==> config.mk <==
export PLATFORM = sky130hd
export DESIGN_NAME = spi_controller
export DESIGN_NICKNAME = d
export VERILOG_FILES = /design/src/rtl/spi_controller.sv
export SDC_FILE = /design/constraint.sdc
export NUM_CORES = 1
export LEC_CHECK = 0
export BUFFER_PORTS_ARGS = -buffer_cell sky130_fd_sc_hd__buf_2
export CAP_MARGIN = 20
export CORE_MARGIN = 2
export CORE_UTILIZATION = 56
export DETAILED_ROUTE_END_ITERATION = 7
export PLACE_DENSITY_LB_ADDON = 0.25
export SLEW_MARGIN = 5
export SYNTH_ARGS = -nofsm -noshare
export SYNTH_HDL_FRONTEND = slang
export SYNTH_SLANG_ARGS = --single-unit
==> constraint.sdc <==
create_clock -name clk -period 2.9 [get_ports clk]
set_clock_uncertainty 0.2 [all_clocks]
set_input_delay 0.145 -clock clk [delete_from_list [all_inputs] [get_ports clk]]
set_output_delay 0.145 -clock clk [all_outputs]
set_load 0.02 [all_outputs]
==> src/rtl/spi_controller.sv <==
// SPI initiator for the write-only PWM peripheral: turns one register command into a
// 16-bit mode-0 frame {rw, addr, data}, MSB first, with framed nCS and a done pulse.
module spi_controller #(
    parameter int CLK_DIV = 4,
    parameter int ADDR_W  = 7,
    parameter int DATA_W  = 8
) (
    input  logic              clk,
    input  logic              rst,
    input  logic              cmd_valid,
    output logic              cmd_ready,
    input  logic              cmd_write,
    input  logic [ADDR_W-1:0] cmd_addr,
    input  logic [DATA_W-1:0] cmd_data,
    output logic              busy,
    output logic              done,
    output logic              sclk,
    output logic              copi,
    output logic              ncs
);

    localparam int         FRAME_W  = 1 + ADDR_W + DATA_W;
    localparam logic [7:0] DIV_LAST = 8'(CLK_DIV - 1);
    localparam logic [3:0] BIT_LAST = 4'(FRAME_W - 1);

    typedef enum logic [2:0] {
        IDLE,
        SETUP,
        SHIFT_H,
        SHIFT_L,
        HOLD,
        GAP
    } state_t;

    state_t               state, state_d;
    logic [7:0]           div_cnt, div_cnt_d;
    logic [3:0]           bit_cnt, bit_cnt_d;
    logic                 last_bit, last_bit_d;
    logic [FRAME_W-1:0]   shift_reg, shift_reg_d;
    logic                 sclk_d, copi_d, ncs_d, done_d;
    logic                 phase_end;

    assign phase_end = (div_cnt == DIV_LAST);
    assign cmd_ready = (state == IDLE);
    assign busy      = (state != IDLE);

    // The final bit still gets a full low phase before HOLD, so nCS spans
    // SETUP + 16 high/low pairs + HOLD; last_bit marks that the low phase is the tail.
    always_comb begin
        state_d     = state;
        div_cnt_d   = div_cnt;
        bit_cnt_d   = bit_cnt;
        last_bit_d  = last_bit;
        shift_reg_d = shift_reg;
        done_d      = 1'b0;

        if (state != IDLE) begin
            div_cnt_d = phase_end ? 8'd0 : div_cnt + 8'd1;
        end

        case (state)
            IDLE: begin
                if (cmd_valid) begin
                    state_d     = SETUP;
                    shift_reg_d = {cmd_write, cmd_addr, cmd_data};
                    bit_cnt_d   = 4'd0;
                    last_bit_d  = 1'b0;
                    div_cnt_d   = 8'd0;
                end
            end
            SETUP: begin
                if (phase_end) state_d = SHIFT_H;
            end
            SHIFT_H: begin
                if (phase_end) begin
                    state_d = SHIFT_L;
                    if (bit_cnt == BIT_LAST) begin
                        last_bit_d = 1'b1;
                    end else begin
                        shift_reg_d = shift_reg << 1;
                        bit_cnt_d   = bit_cnt + 4'd1;
                    end
                end
            end
            SHIFT_L: begin
                if (phase_end) state_d = last_bit ? HOLD : SHIFT_H;
            end
            HOLD: begin
                if (phase_end) begin
                    state_d = GAP;
                    done_d  = 1'b1;
                end
            end
            GAP: begin
                if (phase_end) begin
                    state_d     = IDLE;
                    shift_reg_d = '0;
                    bit_cnt_d   = 4'd0;
                    last_bit_d  = 1'b0;
                end
            end
            default: state_d = IDLE;
        endcase

        // Pin values are decoded from the next state so they register glitch-free.
        sclk_d = (state_d == SHIFT_H);
        ncs_d  = (state_d == IDLE) || (state_d == GAP);
        copi_d = ncs_d ? 1'b0 : shift_reg_d[FRAME_W-1];
    end

    always_ff @(posedge clk or posedge rst) begin
        if (rst) begin
            state     <= IDLE;
            div_cnt   <= 8'd0;
            bit_cnt   <= 4'd0;
            last_bit  <= 1'b0;
            shift_reg <= '0;
            sclk      <= 1'b0;
            copi      <= 1'b0;
            ncs       <= 1'b1;
            done      <= 1'b0;
        end else begin
            state     <= state_d;
            div_cnt   <= div_cnt_d;
            bit_cnt   <= bit_cnt_d;
            last_bit  <= last_bit_d;
            shift_reg <= shift_reg_d;
            sclk      <= sclk_d;
            copi      <= copi_d;
            ncs       <= ncs_d;
            done      <= done_d;
        end
    end

endmodule

==> impl_metrics.env, run 1 <==
export IMPL_io_pins=25
export IMPL_worstReg2RegEnd="bit_cnt[0]"
export IMPL_final_cell_mix="35 x dfrtp_1, 24 x buf_2, 19 x a22o_1, 18 x dlygate4sd3_1, 14 x a21o_1"
export IMPL_grt_max_degree=37
export IMPL_dpl_cell_area_um2=1970
export IMPL_worst_pin_slew_ns=0.554
export IMPL_finalHoldViolCount=0
export IMPL_hpwl_um=2650
export IMPL_ys_types=43
export IMPL_holdCritPathClass="input pin to asynchronous set/reset pin"
export IMPL_clk_pin_slew_ns=0.12
export IMPL_fp_dieW_um=61.5
export IMPL_setup_viol=0
export IMPL_synthCells=175
export IMPL_cts_tree="yes"
export IMPL_rrSetupSlack_ns=0.33
export IMPL_timing_critical_path_cells="ha_1, nor4b_4, a22oi_2, or3_1, mux2_2"
export IMPL_stdcell_count=259
export IMPL_mostFrequentLayoutCell="dfrtp_1"
export IMPL_worstReg2RegStart="div_cnt[0]"
export IMPL_area_growth_pct=19.4
export IMPL_cts_buffer_depth=2
export IMPL_reg2reg_depth=5
export IMPL_clock_latency_ns=0.35
export IMPL_dp_cells=233
export IMPL_total_power_mw=1.59
export IMPL_die_y_um=61.5
export IMPL_wire_per_inst_um=16.2
export IMPL_holdWs_ns=0.219
export IMPL_crit_arrival_ns=2.61
export IMPL_synth_cell_area_um2=1850
export IMPL_cts_sinks=36
export IMPL_place_congestion=0.902
export IMPL_antenna_diode_count=0
export IMPL_postCtsSetupRepairBufs=0
export IMPL_max_slew_margin_pct=62.7
export IMPL_maxSlewViolCount=0
export IMPL_drtIter0Drc=74
export IMPL_critPathLaunchType="register"
export IMPL_final_setup_tns_ns=0
export IMPL_fmax_mhz=390
export IMPL_fin_nets=235
export IMPL_async_flop_share_pct=100
export IMPL_htree_levels=2
export IMPL_start_util_pct=59.6
export IMPL_wirelength_um=4200
export IMPL_cp_max_fo=17
export IMPL_crit_required_ns=2.94
export IMPL_seq_area_frac_synth_pct=48.8
export IMPL_grt_pass1_wl_um=6800
export IMPL_period_needed_ns=2.57
export IMPL_final_area_um2=2210
export IMPL_layout_drive_gt1_share_pct=20.9
export IMPL_yosys_area_top_type="dfrtp_1"
export IMPL_rsz0062_at_grt="no"
export IMPL_synth_warnings=0
export IMPL_cts_buffers=5
export IMPL_synth_seq_cells=36
export IMPL_p_leak_nw=1.12
export IMPL_slowest_delay_ns=0.65
export IMPL_synth_top_cell_area_share_pct=47.4
export IMPL_drc=0
export IMPL_power_density_nw_per_um2=719
export IMPL_core_area_um2=3100
export IMPL_firstDrtPassIters=4
export IMPL_synth_top_cells_by_area="dfrtp_1 47%, a22o_1 9.0%, a21o_1 5.7%"
export IMPL_synth_avg_cell_area_um2=10.6
export IMPL_drv_cap=0
export IMPL_grt_antenna_before_repair=0
export IMPL_cts_resized=0
export IMPL_portBuffers=24
export IMPL_syn_nets=196
export IMPL_peakVddDrop_mv=0.481
export IMPL_drtAntennaViolNets=0
export IMPL_std_cell_rows=20
export IMPL_clockRootBuffer="clkbuf_4"
export IMPL_viasPerCell=5.83
export IMPL_cp_slowest_cell="or3_1"
export IMPL_crit_type="register to register"
export IMPL_dieArea_um2=3780
export IMPL_grt_overflow_total=0
export IMPL_num_fill_cells=251
export IMPL_largest_register_ffs=16
export IMPL_vias=1510
export IMPL_end_kind="register"
export IMPL_synth_edf_count=0
export IMPL_period_share_pct=88.5
export IMPL_ys_flop_type="dfrtp_1"
export IMPL_outcome="finished clean"
export IMPL_grt_usage_pct=25.0
export IMPL_grt_pass1_vias=1523
==> synthesized netlist by cell type (all sizes together), types with 3 or more instances <==
cell and instances:
a22o 19, nor2 11, buf 10, inv 4, nand2 12, or3 4
nand3 6, nor4b 3, mux2i 4, a21oi 7, dfrtp 35, nor3 5
clkbuf 3, o21ai 8, a21o 14
==> how the worst max path moves through the flow <==
stage	from	endpoint	slack (ns)	depth (start not counted)
6_report	div_cnt[0]	bit_cnt[0]	0.33	5
3_3_place_gp	div_cnt[0]	bit_cnt[0]	0.48	5
3_5_place_dp	div_cnt[1]	bit_cnt[0]	0.40	5
2_1_floorplan	div_cnt[0]	shift_reg[10]	0.72	7
5_1_grt	div_cnt[0]	bit_cnt[0]	0.22	5
4_1_cts	div_cnt[1]	bit_cnt[0]	0.36	5
==> cell type report <==
type | count | area (um2) | area share, %
clock buffer | 7 | 45.0 | 2.04
clock inverter | 1 | 8.76 | 0.397
inverter | 4 | 15.0 | 0.680
multi-input combinational | 122 | 860 | 38.9
sequential | 36 | 902 | 40.8
tap | 44 | 55.1 | 2.49
timing repair buffer | 45 | 323 | 14.6
==> worst max-delay path, delay by kind of cell, from the launching register on <==
family	cells	cell delay, ns
AOI/OAI and AO/OA	1	0.18
adders and majority gates	1	0.26
DFF	1	0.43
muxes	1	0.37
and+or+nand+nor	2	1.03
==> metrics by stage <==
step | utilization, % | setup slack, ns
finish | 71.2 | 0.334
global placement | 63.6 | 0.480
CTS | 71.2 | 0.364
floorplan | - | 0.719
global route | 71.2 | 0.216
detailed placement | 63.6 | 0.402
==> metal layers <==
| layer | routed length [um] | vias up | global-route usage (%) | share of wire [%] |
|---|---|---|---|---|
| met2 | 2200 | 42 | 43.9 | 52 |
| met3 | 167 | 5 | 5.67 | 4.0 |
| met4 | 35 | 0 | 8.81 | 0.83 |
| met5 | 0 | - | 0 | 0 |
| met1 | 1790 | 741 | 30.3 | 43 |
| li1 | - | 722 | - | - |
==> where the power goes <==
group	leakage, nW	switching, mW	total (mW)	internal (mW)
registers	0.479	0.140	0.771	0.631
logic	0.614	0.300	0.548	0.248
clock network	0.0295	0.172	0.269	0.0974
==> timing repair <==
| action | in CTS | in global routing |
|---|---|---|
| hold buffers | 18 | 0 |
| endpoints found under the setup margin | 0 | 0 |
| hold endpoints to repair | 54 | 0 |
==> cells by family (layout without fill, tap and decap cells) <==
family                   count (synthesis)  count (layout)  synth area share [%]
AO/OA/AOI/OAI                           60              60                  24.3
AND/OR/NAND/NOR                         54              54                  17.6
flip-flops                              36              36                  48.8
buffers and inverters                   17              57                  4.74
multiplexers                             5               5                  2.77
adder cells (fa/ha/maj)                  2               2                  1.35
XOR/XNOR                                 1               1                 0.474
Note: power is estimated with default switching activity, not from simulation.
==> run 2, diff against run 1 <==
--- a/config.mk
+++ b/config.mk
@@ -7,6 +7,7 @@
 export LEC_CHECK = 0
 export BUFFER_PORTS_ARGS = -buffer_cell sky130_fd_sc_hd__buf_2
 export CAP_MARGIN = 20
+export CORE_ASPECT_RATIO = 1.75
 export CORE_MARGIN = 2
 export CORE_UTILIZATION = 56
 export DETAILED_ROUTE_END_ITERATION = 7
==> impl_metrics.env, run 2 (synthesized netlist as in run 1, its figures left out) <==
export IMPL_outcome="finished clean"
export IMPL_timing_critical_path_cells="ha_1, nor4b_4, a22oi_2, or3_1, mux2_2"
export IMPL_final_area_um2=2240
export IMPL_firstDrtPassIters=4
export IMPL_hpwl_um=2570
export IMPL_core_area_um2=3140
export IMPL_cts_tree="yes"
export IMPL_die_y_um=80.0
export IMPL_io_pins=25
export IMPL_drtAntennaViolNets=0
export IMPL_mostFrequentLayoutCell="dfrtp_1"
export IMPL_final_setup_tns_ns=0
export IMPL_std_cell_rows=27
export IMPL_switching_share_pct=36.4
export IMPL_drtIter0Drc=56
export IMPL_cts_sinks=36
export IMPL_dieArea_um2=3800
export IMPL_grt_pass1_wl_um=6660
export IMPL_cp_startpoint="div_cnt[0]"
export IMPL_crit_buf_inv=0
export IMPL_cp_max_fo=17
export IMPL_p_leak_nw=1.14
export IMPL_hp_start="cmd_valid"
export IMPL_start_util_pct=58.9
export IMPL_finalHoldViolCount=0
export IMPL_htree_levels=2
export IMPL_num_fill_cells=238
export IMPL_period_share_pct=86.2
export IMPL_p_seq_share_pct=45.8
export IMPL_worstReg2RegStart="div_cnt[0]"
export IMPL_peakVddDrop_mv=0.564
export IMPL_rsz0062_at_grt="no"
export IMPL_power_switching_uw=613
export IMPL_fp_dieW_um=47.4
export IMPL_cts_buffer_depth=2
export IMPL_power_density_nw_per_um2=753
export IMPL_slowest_delay_ns=0.63
export IMPL_dpl_cell_area_um2=1970
export IMPL_area_growth_pct=20.9
export IMPL_clk_pin_slew_ns=0.07
export IMPL_place_ws_ns=0.420
export IMPL_end_kind="register"
export IMPL_wire_per_inst_um=15.3
export IMPL_grt_usage_pct=24.7
export IMPL_place_congestion=0.825
export IMPL_antenna_diode_count=0
export IMPL_drc=0
export IMPL_intPower_mw=1.07
export IMPL_grt_overflow_total=0
export IMPL_holdCritPathClass="input pin to register"
export IMPL_fmax_mhz=400
export IMPL_viasPerCell=5.87
export IMPL_layout_drive_gt1_share_pct=22.0
export IMPL_clockRootBuffer="clkbuf_8"
export IMPL_largest_register_ffs=16
export IMPL_drv_cap=0
export IMPL_setup_viol=0
export IMPL_vias=1509
export IMPL_final_cell_mix="35 x dfrtp_1, 24 x buf_2, 19 x a22o_1, 17 x dlygate4sd3_1, 14 x a21o_1"
export IMPL_cts_buffers=5
export IMPL_cp_slowest_cell="or3_1"
export IMPL_critPathLaunchType="register"
export IMPL_period_needed_ns=2.50
export IMPL_crit_arrival_ns=2.48
export IMPL_cp_top_family="simple AND/OR/NAND/NOR gates"
export IMPL_power_frac_comb_pct=32.2
export IMPL_wirelength_um=3940
export IMPL_grt_pass1_vias=1529
export IMPL_grt_antenna_before_repair=0
export IMPL_clock_latency_ns=0.29
export IMPL_clkPwrFrac_pct=22.0
export IMPL_fin_nets=234
export IMPL_fin_ws_ns=0.400
export IMPL_crit_type="register to register"
export IMPL_grt_max_degree=37
export IMPL_worst_pin_slew_ns=0.568
export IMPL_maxSlewViolCount=0
export IMPL_max_slew_margin_pct=61.8
export IMPL_portBuffers=24
export IMPL_crit_required_ns=2.88
-- run 2: layout make-up --
type,count,area [um2],area share [%]
Clock buffer,6,82.6,3.69
Tap cell,43,53.8,2.41
Timing Repair Buffer,44,313,14.0
Clock inverter,2,10.0,0.448
Inverter,4,15.0,0.672
Sequential cell,36,902,40.3
Multi-Input combinational cell,122,860,38.4
-- run 2: per-stage QoR --
step | power (mW) | std cells | hold WS, ns | util (%)
final | 1.68 | 257 | 0.0596 | 71.2
after global routing | 1.79 | 257 | 0.107 | 71.2
after CTS | 1.68 | 257 | 0.0521 | 71.2
after detailed placement | 1.29 | 232 | 0.0667 | 62.8
after global placement | 1.27 | 232 | 0.0612 | 62.8
after floorplan | 1.20 | 175 | 0.0775 | -
-- run 2: tightest hold or removal path, stage by stage --
cell and delay [ns]:
buf_2 0.19, nor3_1 0.07, nor2_1 0.09, a31oi_1 0.06
-- run 2: path summary, 6_finish.rpt --
path,slack (ns),cells after the start,end
max reg2reg,0.40,5,bit_cnt[0]
min reg2reg,0.28,1,shift_reg[11]
max,0.40,5,bit_cnt[0]
min in group asynchronous,0.29,4,div_cnt[2]
min,0.06,4,ncs
max in group asynchronous,1.86,4,ncs
-- run 2: power groups by stage --
stage          Clock (mW)  Sequential [mW]  Combinational (mW)
6_report            0.371            0.770               0.542
5_1_grt             0.395            0.791               0.608
4_1_cts             0.378            0.765               0.541
3_5_place_dp            0            0.774               0.516
3_3_place_gp            0            0.766               0.506
2_1_floorplan           0            0.723               0.473
-- run 2: metal layers --
layer / track usage (%) / up-vias / wire length, um
met1: 27.7 / 734 / 1520
met5: 0 / - / 0
met2: 40.9 / 39 / 2170
li1: - / 726 / -
met4: 12.8 / 0 / 109
met3: 5.88 / 10 / 134
-- run 2: timing repair --
item                      in CTS  in global routing
buffers inserted               0                  0
hold endpoints to repair      52                  0
hold buffers                  17                  0
resized for setup              0                  0
